<file path="src/rtl/mem_access_unit_pkg.sv">
// rtl/mem_access_unit_pkg.sv - shared types and sizes for the LC-3 data memory path
//
// Package lc3_mem_pkg. It holds the data memory word and address widths, which
// the RAM also uses, and the 3-bit state encoding of mem_access_unit.

package lc3_mem_pkg;

  localparam int LC3_WORD_SIZE    = 16;
  localparam int LC3_ADDRESS_SIZE = 16;

  // Code 3'd7 is unused. The FSM falls back to IDLE if it ever sees it.
  typedef enum logic [2:0] {
    ST_IDLE     = 3'd0,
    ST_PTR      = 3'd1,
    ST_PTR_WAIT = 3'd2,
    ST_RD       = 3'd3,
    ST_RD_WAIT  = 3'd4,
    ST_WR       = 3'd5,
    ST_DONE     = 3'd6
  } mau_state_t;

endpackage

</file>
<file path="src/rtl/mem_access_unit_if.sv">
// rtl/mem_access_unit_if.sv - core request and RAM bus interfaces of mem_access_unit
//
// mem_req_if: execute stage <-> mem_access_unit.
//   master (core): drives req, op_write, op_indirect, req_address, req_wdata.
//                  Receives ready, done, rdata.
//   slave  (unit): the mirror image of master.
// mem_bus_if: mem_access_unit <-> single-port synchronous RAM.
//   master (unit): drives mem_read, mem_write, mem_address, mem_wdata.
//                  Receives mem_rdata.
//   slave  (RAM):  the mirror image of master. mem_rdata is valid the cycle
//                  after mem_read.

interface mem_req_if
  import lc3_mem_pkg::*;
#(
  parameter int WORD_SIZE    = LC3_WORD_SIZE,
  parameter int ADDRESS_SIZE = LC3_ADDRESS_SIZE
);
  logic                    req;
  logic                    op_write;
  logic                    op_indirect;
  logic [ADDRESS_SIZE-1:0] req_address;
  logic [WORD_SIZE-1:0]    req_wdata;
  logic                    ready;
  logic                    done;
  logic [WORD_SIZE-1:0]    rdata;

  modport master (
    output req, op_write, op_indirect, req_address, req_wdata,
    input  ready, done, rdata
  );

  modport slave (
    input  req, op_write, op_indirect, req_address, req_wdata,
    output ready, done, rdata
  );
endinterface

interface mem_bus_if
  import lc3_mem_pkg::*;
#(
  parameter int WORD_SIZE    = LC3_WORD_SIZE,
  parameter int ADDRESS_SIZE = LC3_ADDRESS_SIZE
);
  logic                    mem_read;
  logic                    mem_write;
  logic [ADDRESS_SIZE-1:0] mem_address;
  logic [WORD_SIZE-1:0]    mem_wdata;
  logic [WORD_SIZE-1:0]    mem_rdata;

  modport master (
    output mem_read, mem_write, mem_address, mem_wdata,
    input  mem_rdata
  );

  modport slave (
    input  mem_read, mem_write, mem_address, mem_wdata,
    output mem_rdata
  );
endinterface

</file>
<file path="src/rtl/mem_access_unit.sv">
// rtl/mem_access_unit.sv - LC-3 data memory bus initiator with LDI/STI pointer resolution
//
// Accepts one load or store at a time from the execute stage and drives the
// single-port synchronous RAM. An indirect access first reads a pointer word.
// The unit then performs the real access at the address held in that word.
//
// Ports:
//   clock  system clock; all state changes on the rising edge
//   reset  synchronous, active-high
//   core   mem_req_if.slave: req/op_write/op_indirect/req_address/req_wdata in;
//          ready/done/rdata out
//   bus    mem_bus_if.master: mem_read/mem_write/mem_address/mem_wdata out;
//          mem_rdata in
//
// done is high in these cycles, counting the accept cycle as 0:
//   direct store 2, direct load 3, indirect store 4, indirect load 5.

module mem_access_unit
  import lc3_mem_pkg::*;
#(
  parameter int WORD_SIZE    = LC3_WORD_SIZE,
  parameter int ADDRESS_SIZE = LC3_ADDRESS_SIZE
) (
  input  logic      clock,
  input  logic      reset,
  mem_req_if.slave  core,
  mem_bus_if.master bus
);

  mau_state_t state;
  mau_state_t state_next;

  logic [ADDRESS_SIZE-1:0] addr_q;
  logic [WORD_SIZE-1:0]    wdata_q;
  logic [WORD_SIZE-1:0]    rdata_q;
  logic                    wr_q;

  logic ready_c;
  logic done_c;
  logic mem_read_c;
  logic mem_write_c;

  // The state register and the datapath registers.
  // addr_q serves twice. It first holds the pointer address. After PTR_WAIT it
  // holds the target address, so mem_address can follow addr_q in every state.
  always_ff @(posedge clock) begin
    if (reset) begin
      state   <= ST_IDLE;
      addr_q  <= '0;
      wdata_q <= '0;
      rdata_q <= '0;
      wr_q    <= 1'b0;
    end else begin
      state <= state_next;
      case (state)
        ST_IDLE: begin
          if (core.req) begin
            addr_q  <= core.req_address;
            wdata_q <= core.req_wdata;
            wr_q    <= core.op_write;
          end
        end
        ST_PTR_WAIT: begin
          // Only the low ADDRESS_SIZE bits of the pointer word form the address.
          addr_q <= bus.mem_rdata[ADDRESS_SIZE-1:0];
        end
        ST_RD_WAIT: begin
          rdata_q <= bus.mem_rdata;
        end
        default: ;
      endcase
    end
  end

  // Next-state and strobe decode. The strobes depend only on the state.
  // A reset therefore drops them on the same edge that returns the FSM to IDLE.
  always_comb begin
    state_next  = state;
    ready_c     = 1'b0;
    done_c      = 1'b0;
    mem_read_c  = 1'b0;
    mem_write_c = 1'b0;
    case (state)
      ST_IDLE: begin
        ready_c = 1'b1;
        if (core.req) begin
          if (core.op_indirect) begin
            state_next = ST_PTR;
          end else if (core.op_write) begin
            state_next = ST_WR;
          end else begin
            state_next = ST_RD;
          end
        end
      end
      ST_PTR: begin
        mem_read_c = 1'b1;
        state_next = ST_PTR_WAIT;
      end
      ST_PTR_WAIT: begin
        state_next = wr_q ? ST_WR : ST_RD;
      end
      ST_RD: begin
        mem_read_c = 1'b1;
        state_next = ST_RD_WAIT;
      end
      ST_RD_WAIT: begin
        state_next = ST_DONE;
      end
      ST_WR: begin
        mem_write_c = 1'b1;
        state_next  = ST_DONE;
      end
      ST_DONE: begin
        done_c     = 1'b1;
        state_next = ST_IDLE;
      end
      default: begin
        state_next = ST_IDLE;
      end
    endcase
  end

  assign core.ready      = ready_c;
  assign core.done       = done_c;
  assign core.rdata      = rdata_q;
  assign bus.mem_read    = mem_read_c;
  assign bus.mem_write   = mem_write_c;
  assign bus.mem_address = addr_q;
  assign bus.mem_wdata   = wdata_q;

endmodule

</file>
<file path="src/flat_wrapper.sv">
// flat-port wrapper written by rule: the top's interface ports become plain ports
module mem_access_unit_flat import lc3_mem_pkg::*;
#(
  parameter int WORD_SIZE    = LC3_WORD_SIZE,
  parameter int ADDRESS_SIZE = LC3_ADDRESS_SIZE
)
  (clock, reset, core_req, core_op_write, core_op_indirect, core_req_address, core_req_wdata, core_ready, core_done, core_rdata, bus_mem_read, bus_mem_write, bus_mem_address, bus_mem_wdata, bus_mem_rdata);
  mem_req_if #(.WORD_SIZE(WORD_SIZE), .ADDRESS_SIZE(ADDRESS_SIZE)) core_i ();
  mem_bus_if #(.WORD_SIZE(WORD_SIZE), .ADDRESS_SIZE(ADDRESS_SIZE)) bus_i ();
  input  logic clock;
  input  logic reset;
  input wire logic [$bits(core_i.req)-1:0] core_req;
  input wire logic [$bits(core_i.op_write)-1:0] core_op_write;
  input wire logic [$bits(core_i.op_indirect)-1:0] core_op_indirect;
  input wire logic [$bits(core_i.req_address)-1:0] core_req_address;
  input wire logic [$bits(core_i.req_wdata)-1:0] core_req_wdata;
  output wire logic [$bits(core_i.ready)-1:0] core_ready;
  output wire logic [$bits(core_i.done)-1:0] core_done;
  output wire logic [$bits(core_i.rdata)-1:0] core_rdata;
  output wire logic [$bits(bus_i.mem_read)-1:0] bus_mem_read;
  output wire logic [$bits(bus_i.mem_write)-1:0] bus_mem_write;
  output wire logic [$bits(bus_i.mem_address)-1:0] bus_mem_address;
  output wire logic [$bits(bus_i.mem_wdata)-1:0] bus_mem_wdata;
  input wire logic [$bits(bus_i.mem_rdata)-1:0] bus_mem_rdata;
  assign core_i.req = core_req;
  assign core_i.op_write = core_op_write;
  assign core_i.op_indirect = core_op_indirect;
  assign core_i.req_address = core_req_address;
  assign core_i.req_wdata = core_req_wdata;
  assign core_ready = core_i.ready;
  assign core_done = core_i.done;
  assign core_rdata = core_i.rdata;
  assign bus_mem_read = bus_i.mem_read;
  assign bus_mem_write = bus_i.mem_write;
  assign bus_mem_address = bus_i.mem_address;
  assign bus_mem_wdata = bus_i.mem_wdata;
  assign bus_i.mem_rdata = bus_mem_rdata;
  mem_access_unit #(.WORD_SIZE(WORD_SIZE), .ADDRESS_SIZE(ADDRESS_SIZE)) u_core (.clock(clock), .reset(reset), .core(core_i), .bus(bus_i));
endmodule
</file>
<file path="config.mk">
export PLATFORM = sky130hd
export DESIGN_NAME = mem_access_unit_flat
export DESIGN_NICKNAME = d
export VERILOG_FILES = /design/src/rtl/mem_access_unit_pkg.sv /design/src/rtl/mem_access_unit_if.sv /design/src/rtl/mem_access_unit.sv /design/src/flat_wrapper.sv
export SDC_FILE = /design/constraint.sdc
export NUM_CORES = 1
export LEC_CHECK = 0
export CORE_MARGIN = 2
export CORE_UTILIZATION = 54
export CTS_CLUSTER_DIAMETER = 60
export DETAILED_ROUTE_END_ITERATION = 12
export DONT_BUFFER_PORTS = 1
export PLACE_DENSITY_LB_ADDON = 0.05
export SLEW_MARGIN = 0
export SYNTH_ARGS = -nofsm -noshare
export SYNTH_HDL_FRONTEND = slang
export SYNTH_SLANG_ARGS = --single-unit
</file>
<file path="constraint.sdc">
create_clock -name clock -period 1.4 [get_ports clock]
set_input_delay 0.28 -clock clock [delete_from_list [all_inputs] [get_ports clock]]
set_output_delay 0.28 -clock clock [all_outputs]
set_load 0.005 [all_outputs]
</file>
==> results of run 1 <==
-- sequential cells by signal, summed over array words and instances, names as in the netlist --
name                    flops
u_core.state                3
u_core.wr_q                 1
u_core.bus.mem_wdata       16
u_core.bus.mem_address     16
u_core.core.rdata          16
-- placed cells by master, fill, tap and decap left out, drive strengths merged --
cell	Yosys	final
nor4b	2	2
clkbuf	7	7
buf	9	17
nand2	68	68
and3b	1	1
o31a	1	1
clkinvlp	0	1
or3b	1	1
o21bai	1	1
o21ai	1	1
or4b	1	1
a211oi	2	2
a221o	16	16
and2	16	16
a21oi	35	35
or2	1	1
nor2	5	6
nor3	1	1
dfxtp	52	52
o31ai	1	1
nor2b	1	1
nor3b	2	2
-- power groups by stage --
| stage | combinational (uW) | clock (uW) | sequential (uW) |
|---|---|---|---|
| after floorplan | 551 | 0 | 1850 |
| after global placement | 696 | 0 | 1890 |
| after detailed placement | 742 | 0 | 1900 |
| after CTS | 799 | 881 | 1870 |
| after global routing | 925 | 935 | 1900 |
| final | 837 | 865 | 1870 |
-- routing by layer --
| layer | GRT usage [%] | up-vias | wire length, um |
|---|---|---|---|
| met5 | 0 | - | 0 |
| met4 | 8.78 | 0 | 69 |
| met3 | 7.81 | 8 | 481 |
| met2 | 41.9 | 63 | 2350 |
| met1 | 22.6 | 757 | 1810 |
| li1 | - | 791 | - |
-- final cells by class --
cell class	instances	area, um2
fill	300	1300
sequential	52	1050
multi-input combinational	157	942
timing repair buffer	17	160
clock buffer	7	86.3
tap	48	60.1
clock inverter	1	7.51
-- logic make-up after synthesis --
| group | share of synthesized area (%) |
|---|---|
| AOI/OAI and AO/OA | 19.0 |
| buffers and inverters | 4.14 |
| DFF | 52.1 |
| and+or+nand+nor | 24.7 |
-- path summary, 6_finish.rpt --
check                                             start                         to  depth (start not counted)
worst min-delay path                              reset       u_core.core.rdata[1]                          1
worst max-delay path                    u_core.state[0]  u_core.bus.mem_address[1]                          3
worst min register to register  u_core.bus.mem_wdata[9]    u_core.bus.mem_wdata[9]                          2
worst max register to register          u_core.state[0]  u_core.bus.mem_address[1]                          3
-- per-stage QoR --
stage | hold WS (ps) | util, % | setup TNS, ps | area (um2) | cells
after floorplan | 416 | - | 0 | 2010 | 224
after global placement | 350 | 58.4 | -2770 | 2110 | 270
after detailed placement | 352 | 58.4 | -6070 | 2110 | 270
after CTS | 29.1 | 62.5 | -454 | 2250 | 279
after global routing | 29.4 | 63.9 | -1480 | 2310 | 282
final | 38.3 | 63.9 | -117 | 2310 | 282
-- critical path: stages (launching register included) --
cell                      delay, ps
sky130_fd_sc_hd__dfxtp_4        360
sky130_fd_sc_hd__or4b_4         620
sky130_fd_sc_hd__nor2_4         220
sky130_fd_sc_hd__a221o_1        170
-- what timing repair did --
item                       in CTS  in global routing
pin swaps                      19                  3
setup endpoints to repair      52                 35
gates resized for setup        10                  8
cloned                          1                  0
buffers inserted                0                  3
==> impl_results.md, run 1 <==
* Biggest fanout along the worst timing path at 8
* Die Footprint at between 0.004 and 0.005 mm2
* Most numerous cell types in the synthesized netlist: sky130_fd_sc_hd__nand2_1, sky130_fd_sc_hd__dfxtp_1, sky130_fd_sc_hd__a21oi_1
* ANT cells at 0
* Clock power share at about a quarter
* Buffer cell driving the clock tree root: sky130_fd_sc_hd__clkbuf_8
* Number of antenna violations at the first check in global routing at 0
* Crit start category: flip-flop
* Violated checks: setup timing
* Detailed-route DRC error count at 0
* Setup violators final at 10
* Largest buffer count on any clock path at 2
* HP Class: input port to flip-flop
* All-layer global routing usage at 22.5%
* Total wire length at around 4.7 mm
* Setup repair after global routing missed its margin: true
* TritonCTS buffer count at 5
* CTS sink cnt at 52
* Synth async-reset ratio at 0%
* YS warnings at 0
* Maximum resistive drop on vdd at slightly above 0.9 mV
* Number of distinct library cell variants in the gate-level netlist after synthesis at 26
* Switching power at roughly 1100 uW
* Power density relative to cell area at about 1600 mW/mm2
* Switching fraction of total power at about 30%
* First-pass iteration count of the detailed router at 4
* Post-Syn Area per Cell at 8.91 um2
* Required time reported for the critical path endpoint at 1650 ps
* Cell area after synthesis at ~0.002 mm2
* Number of levels the H-tree was split into at 2
* Critical path type: flip-flop to flip-flop
* Final total power at roughly 3600 uW
* Clock Skew at between 7 and 8 ps
* Flop2flop setup slack at -20 ps
* Grt ovf at 0
* Number of DRC markers in iteration 0 at 65
* Gate count after technology mapping at 224
* Standard cell core area at approximately 0.0036 mm2
* Combinational fraction of design power at between 20% and 30%
* Number of synthesized register bits at 52
* Top flip-flop cell by instance count after synthesis: sky130_fd_sc_hd__dfxtp_1
* Total internal power at 2510 uW
* Total I/O pin count at ~110
* Maximum number of pins on one net before global-route repair at 40
* Drt wl/cell at 16.7 um
* Final count of hold timing violations at 0
* Detailed placement HPWL at ~3.4 mm
* Max-slew violation count at 0
* Maximum clock frequency at around 710 MHz
* Leakage power of the design at approximately 0.00087 uW
* Wire length of the first global-routing pass at roughly 7 mm
* Status: complete, but fails checks
* Initial Util at between 50% and 60%
* Post-synth EDFFs at 0
* Place WS at -310 ps
* Hold buffer count at CTS at 0
* Via count of the first global-routing pass at about 1600
* Synth top area share at 52.1%
* RD Place Congestion at about 0.67
* Fraction of final layout cells with drive strength greater than 1 at between 10% and 20%
* CTS clock-pin slew for the worst setup and hold paths at 90 ps
* Clock latency on the worst-skew pair at approximately 300 ps
* CP endpoint kind: flip-flop
* Sequential cell fraction of total power at 52.4%
* Final #Nets at ~290
* Layout area overhead at 15.5%
* Count of vias placed by the detailed router at ~1600
* Max capacitance violation total at 0
* Leading cell types by total area after synthesis: sky130_fd_sc_hd__dfxtp_1, sky130_fd_sc_hd__nand2_1, sky130_fd_sc_hd__a21oi_1
* Worst-Margin Slew at 257 ps
* Dominant cell type by area after synthesis: sky130_fd_sc_hd__dfxtp_1
* Proportion of synthesized chip area in sequential cells at 52.1%
* Die width at ~65 um
* Setup WS post-layout at -17.6 ps
* Row cnt at 22
* Fin crit period at about 1400 ps
* Clock tree from TritonCTS: built
* Crit path DAT at about 1700 ps
* Slew HR at about 83%
* Vias/cell at 5.74
* Cell with the most instances after synthesis: sky130_fd_sc_hd__nand2_1
* Net Count, Synth at about 280
* Die height at between 60 and 70 um
* Post-route fraction of the period consumed by the critical path at 101%
* Antenna viol nets, final at 0
* Total of buffers placed on input and output ports at 0
Power figures use the tool's default switching activity.
==> run 2, diff against run 1 <==
--- a/config.mk
+++ b/config.mk
@@ -5,7 +5,7 @@
 export SDC_FILE = /design/constraint.sdc
 export NUM_CORES = 1
 export LEC_CHECK = 0
-export CORE_MARGIN = 2
+export CORE_MARGIN = 8
 export CORE_UTILIZATION = 54
 export CTS_CLUSTER_DIAMETER = 60
 export DETAILED_ROUTE_END_ITERATION = 12
==> impl_results.md, run 2 (synthesis gave the netlist of run 1 again) <==
* Die Footprint at 0.00590 mm2 (+40%)
* Worst Hold Launch: reset
* Grt ovf at 0 (unchanged)
* Number of antenna violations at the first check in global routing at 0 (unchanged)
* Setup violators final at 17 (+7)
* Setup WS post-layout at -62.8 ps (-45.2 ps)
* Maximum resistive drop on vdd at 0.963 mV (+3.6%)
* Worst-Margin Slew at 296 ps (+38.6 ps)
* Row cnt at 22 (unchanged)
* Maximum number of pins on one net before global-route repair at 40 (unchanged)
* Clock tree from TritonCTS: built
* Detailed-route DRC error count at 0 (unchanged)
* Max-slew violation count at 0 (unchanged)
* Vias/cell at 5.69 (-0.97%)
* Count of vias placed by the detailed router at 1592 (-1.7%)
* Die height at 76.8 um (+19%)
* Clock power share at 25.7% (+1.5 points)
* Endpoint of the worst setup timing path: u_core.bus.mem_address[8]
* Min Hold Slack at 42.9 ps (+4.63 ps)
* Number of filler cells placed in the layout at 297 (-1.0%)
* Combinational fraction of design power at 22.8% (-0.6 points)
* RD Place Congestion at 0.645 (-4.2%)
* Total I/O pin count at 105 (unchanged)
* Worst reg2reg endpoint: u_core.bus.mem_address[8]
* Most frequent cells in the layout: sky130_fd_sc_hd__nand2_1, sky130_fd_sc_hd__dfxtp_1, sky130_fd_sc_hd__a21oi_1
* Switching fraction of total power at 28.0% (-1.7 points)
* First-pass iteration count of the detailed router at 4 (unchanged)
* Crit path DAT at 1710 ps (+40 ps)
* Violated checks: setup timing
* Antenna viol nets, final at 0 (unchanged)
* Initial Util at 55.4% (unchanged)
* Post-route fraction of the period consumed by the critical path at 104% (+3.2 points)
* ANT cells at 0 (unchanged)
* Required time reported for the critical path endpoint at 1640 ps (about the same)
* Total wire length at 5.21 mm (+11%)
* Final #Nets at 286 (unchanged)
* Wire length of the first global-routing pass at 8.22 mm (+14%)
* Place WS at -243 ps (+67.1 ps)
* Met3 Wirelength at 685 um (+42%)
* Layout area overhead at 14.7%
* Switching power at 1020 uW (-3.8%)
* Largest buffer count on any clock path at 2 (unchanged)
* Origin of the worst setup path: u_core.state[0]
* Hold path depth at 1 (unchanged)
* Final total power at 3650 uW (+2.1%)
* Reg2Reg Depth at 3 (unchanged)
* Length of routed wiring on met1 at 1.91 mm (+5.9%)
* Number of DRC markers in iteration 0 at 132 (+100%)
* Highest signal layer in the routed design: met4
* Maximum clock frequency at 684 MHz (-3.1%)
* Status: complete, but fails checks
* Leakage power of the design at 0.000867 uW (-0.58%)
* Setup repair after global routing missed its margin: true
* Standard cell core area at 0.00361 mm2 (unchanged)
* Flop2flop setup slack at -60 ps (-50 ps)
* CTS sink cnt at 52 (unchanged)
* TritonCTS buffer count at 5 (unchanged)
* Total internal power at 2630 uW (+4.7%)
* Sequential cell fraction of total power at 51.4% (-1.0 points)
* HP Class: input port to flip-flop
* Die width at 76.8 um (+19%)
* Critical path type: flip-flop to flip-flop
* Total of buffers placed on input and output ports at 0 (unchanged)
* Drt wl/cell at 18.6 um (+11%)
* Via count of the first global-routing pass at 1662 (+2.5%)
* Slew HR at 80.1% (-2.7 points)
* Buffer cell driving the clock tree root: sky130_fd_sc_hd__clkbuf_8
* Fraction of final layout cells with drive strength greater than 1 at 15.5% (-2.4 points)
* Final count of hold timing violations at 0 (unchanged)
* Area of combinational cells with multiple inputs at 913 um2 (-3.1%)
* Clock Skew at 8.83 ps (+1.29 ps)
* Clock latency on the worst-skew pair at 300 ps (about the same)
* Detailed placement HPWL at 3.96 mm (+15%)
* Beginning of the worst register-to-register path: u_core.state[0]
* Hold buffer count at CTS at 0 (unchanged)
* All-layer global routing usage at 17.0% (-5.4 points)
* CTS clock-pin slew for the worst setup and hold paths at 80 ps (about the same)
* Sum of met2 wire segment lengths after detailed routing at 2.57 mm (+9.4%)
* FF+latch area at 0.00105 mm2 (-0.24%)
* Max capacitance violation total at 0 (unchanged)
* Commonest non-fill, non-tap cell in the layout: sky130_fd_sc_hd__nand2_1
* Fin crit period at 1460 ps (+45.2 ps)
* Crit start category: flip-flop
* Power density relative to cell area at 1590 mW/mm2 (+2.8%)
* Number of levels the H-tree was split into at 2 (unchanged)
* CP endpoint kind: flip-flop
* Biggest fanout along the worst timing path at 8 (unchanged)
run 2: per-layer routing:
layer	up-vias	track usage (%)
met5	-	0
met4	0	4.42
met3	5	10.7
met2	68	29.9
met1	733	16.1
li1	786	-
run 2: timing repair:
item	in CTS	in global routing
gates resized for setup	10	4
endpoints found under the setup margin	50	38
pin swaps	16	11
cloned	1	0
buffers inserted	4	1
run 2: metrics by stage:
step / setup TNS, ps / area, um2 / util [%] / std cells
after global routing: -1880 / 2290 / 63.5 / 280
final: -513 / 2290 / 63.5 / 280
after detailed placement: -4440 / 2100 / 58.2 / 269
after CTS: -815 / 2280 / 63.3 / 280
after global placement: -2230 / 2100 / 58.2 / 269
after floorplan: 0 / 2010 / - / 224
run 2: worst max-delay path, stage by stage, from the launching register on:
cell                      delay [ps]
sky130_fd_sc_hd__dfxtp_2         350
sky130_fd_sc_hd__or4b_4          630
sky130_fd_sc_hd__nor2_4          250
sky130_fd_sc_hd__a221o_1         180
run 2: power groups by stage:
stage | sequential (uW) | combinational [uW] | clock, uW
floorplan | 1850 | 551 | 0
global placement | 1900 | 697 | 0
detailed placement | 1910 | 740 | 0
CTS | 1880 | 838 | 967
global route | 1910 | 917 | 1020
finish | 1880 | 834 | 941
run 2: area by class of cell:
| class | instances | area share [%] |
|---|---|---|
| Clock buffer | 5 | 3.00 |
| Clock inverter | 1 | 1.31 |
| Tap cell | 48 | 2.62 |
| Timing Repair Buffer | 17 | 7.48 |
| Multi-Input combinational cell | 157 | 39.9 |
| Sequential cell | 52 | 45.7 |
run 2: worst min path at each step:
| stage | slack [ps] | end |
|---|---|---|
| after CTS | 30 | u_core.state[0] |
| after global routing | 20 | u_core.core.rdata[1] |
| after detailed placement | 360 | u_core.core.rdata[7] |
| final | 40 | u_core.core.rdata[1] |
| after global placement | 350 | u_core.state[0] |
| after floorplan | 420 | u_core.wr_q |
==> run 3, diff against run 2 <==
--- a/config.mk
+++ b/config.mk
@@ -6,11 +6,10 @@
 export NUM_CORES = 1
 export LEC_CHECK = 0
 export CORE_MARGIN = 8
-export CORE_UTILIZATION = 54
+export CORE_UTILIZATION = 35
 export CTS_CLUSTER_DIAMETER = 60
 export DETAILED_ROUTE_END_ITERATION = 12
-export DONT_BUFFER_PORTS = 1
-export PLACE_DENSITY_LB_ADDON = 0.05
+export PLACE_DENSITY = 0.87
 export SLEW_MARGIN = 0
 export SYNTH_ARGS = -nofsm -noshare
 export SYNTH_HDL_FRONTEND = slang
==> impl_results.md, run 3 (synthesis gave the netlist of run 1 again) <==
* Max-slew violation count at 0 (unchanged)
* Crit path DAT at 1820 ps (+110 ps)
* Drt wl/cell at 15.8 um (-15%)
* Status: complete, but fails checks
* Leakage power of the design at 0.00155 uW (+78%)
* RD Place Congestion at 0.819 (+27%)
* Final total power at 4270 uW (+17%)
* Via count of the first global-routing pass at 1993 (+20%)
* All-layer global routing usage at 15.4% (-1.6 points)
* Maximum clock frequency at 634 MHz (-7.3%)
* Number of filler cells placed in the layout at 486 (+64%)
* Post-route fraction of the period consumed by the critical path at 113% (+8.2 points)
* Buffer cell driving the clock tree root: sky130_fd_sc_hd__clkbuf_8
* Setup violators final at 37 (+20)
* Number of DRC markers in iteration 0 at 103 (-22%)
* ANT cells at 0 (unchanged)
* Detailed-route DRC error count at 0 (unchanged)
* Setup WS post-layout at -178 ps (-115 ps)
* Power density relative to cell area at 1250 mW/mm2 (-22%)
* Setup repair after global routing missed its margin: true
* Placed inst area at 0.00318 mm2 (+52%)
* Final #Nets at 399 (+40%)
* HP Class: flip-flop to flip-flop
* Commonest non-fill, non-tap cell in the layout: sky130_fd_sc_hd__nand2_1
* Clock latency on the worst-skew pair at 300 ps (about the same)
* Die width at 91.5 um (+19%)
* Grt ovf at 0 (unchanged)
* Count of vias placed by the detailed router at 2029 (+27%)
* Critical path type: flip-flop to flip-flop
* CTS clock-pin slew for the worst setup and hold paths at 100 ps (+20 ps)
* CP endpoint kind: flip-flop
* Total wire length at 6.64 mm (+27%)
* Hold path depth at 2 (+1)
* Hold buffer count at CTS at 0 (unchanged)
* Count of placed standard cells including taps at 401 (+49%)
* Clock tree from TritonCTS: built
* Vias/cell at 4.84 (-15%)
* Antenna viol nets, final at 0 (unchanged)
* Reg2Reg Depth at 4 (+1)
* First-pass iteration count of the detailed router at 4 (unchanged)
* Max capacitance violation total at 0 (unchanged)
* Biggest fanout along the worst timing path at 8 (unchanged)
* Beginning of the worst register-to-register path: u_core.state[2]
* Crit start category: flip-flop
* Die Footprint at 0.00838 mm2 (+42%)
* Worst-Margin Slew at 450 ps (+155 ps)
* Largest buffer count on any clock path at 2 (unchanged)
* CTS sink cnt at 52 (unchanged)
* Required time reported for the critical path endpoint at 1650 ps (about the same)
* Most frequent cells in the layout: sky130_fd_sc_hd__nand2_1, sky130_fd_sc_hd__clkdlybuf4s50_1, sky130_fd_sc_hd__dlygate4sd2_1
* Total I/O pin count at 105 (unchanged)
* Area of all placed cells without fillers at 0.00341 mm2 (+49%)
* Violated checks: setup timing
* Detailed placement HPWL at 4.73 mm (+19%)
* Wire length of the first global-routing pass at 10.6 mm (+29%)
* Number of antenna violations at the first check in global routing at 0 (unchanged)
* Initial Util at 36.3% (-19 points)
* Maximum number of pins on one net before global-route repair at 39 (-2.5%)
* Die height at 91.5 um (+19%)
* Maximum resistive drop on vdd at 0.559 mV (-42%)
* Standard cell core area at 0.00551 mm2 (+53%)
* Slew HR at 70.0% (-10 points)
* Fin crit period at 1580 ps (+115 ps)
* Clock Skew at 6.05 ps (-2.78 ps)
* Worst Hold Launch: u_core.core.rdata[5]
* Total of buffers placed on input and output ports at 104 (+104)
* Final non-filler cell total at 419 (+50%)
* Row cnt at 27 (+23%)
* TritonCTS buffer count at 5 (unchanged)
* Layout area overhead at 70.9%
* Fraction of final layout cells with drive strength greater than 1 at 21.6% (+6.1 points)
* Final count of hold timing violations at 0 (unchanged)
* Origin of the worst setup path: u_core.state[2]
* Number of levels the H-tree was split into at 2 (unchanged)
run 3: cell types whose count changed in the layout (fill, tap and decap cells not counted), moves of 2 or more:
cell,previous run,this run
sky130_fd_sc_hd__clkdlybuf4s50_1,0,51
sky130_fd_sc_hd__dlygate4sd2_1,0,46
sky130_fd_sc_hd__dfxtp_1,49,29
sky130_fd_sc_hd__dfxtp_2,2,20
sky130_fd_sc_hd__buf_4,10,18
sky130_fd_sc_hd__buf_2,0,5
sky130_fd_sc_hd__dfxtp_4,1,3
sky130_fd_sc_hd__dlymetal6s2s_1,0,2
run 3: final timing paths:
path / endpoint / slack (ps)
max reg2reg: u_core.bus.mem_address[5] / -180
min: u_core.core.rdata[5] / 450
min reg2reg: u_core.core.rdata[5] / 450
max: u_core.bus.mem_address[5] / -180
run 3: final cells by class:
cell class                 count  area, um2  share of cell area (%)
timing repair buffer         130       1210                    35.3
sequential                    52       1080                    31.6
multi-input combinational    157        925                    27.1
tap                           72       90.1                    2.64
clock buffer                   5       68.8                    2.02
clock inverter                 3       46.3                    1.36
run 3: per-stage QoR:
| stage | util (%) | TNS, ps | hold WS, ps | setup WS (ps) |
|---|---|---|---|---|
| global placement | 57.8 | -15620 | 440 | -444 |
| detailed placement | 57.8 | -16870 | 446 | -482 |
| floorplan | - | 0 | 416 | 0.737 |
| finish | 62.0 | -4430 | 455 | -178 |
| CTS | 60.5 | -4690 | 458 | -165 |
| global route | 62.0 | -5780 | 471 | -209 |
run 3: what timing repair did:
action,4_1_cts,5_1_grt
cloned,1,1
endpoints found under the setup margin,101,40
pin swaps,19,9
resized for setup,89,16
setup buffers,3,5
endpoints found under the hold margin,0,0
run 3: per-layer routing:
layer	part of all wire, %	track usage [%]	vias to the layer above
li1	-	-	1019
met1	42	17.6	940
met2	51	27.3	66
met3	5.6	4.03	4
met4	0.99	5.05	0
met5	0	0	-
run 3: critical path, stage by stage (launching register included):
cell and delay, ps:
sky130_fd_sc_hd__dfxtp_4 370, sky130_fd_sc_hd__buf_6 120, sky130_fd_sc_hd__or4b_4 600, sky130_fd_sc_hd__nor2_4 250, sky130_fd_sc_hd__a221o_1 190
run 3: where the power goes:
part           internal (uW)  switching (uW)  total, uW
clock network            539             508       1050
registers               1710             121       1830
logic                    779             609       1390
total                   3030            1240       4270
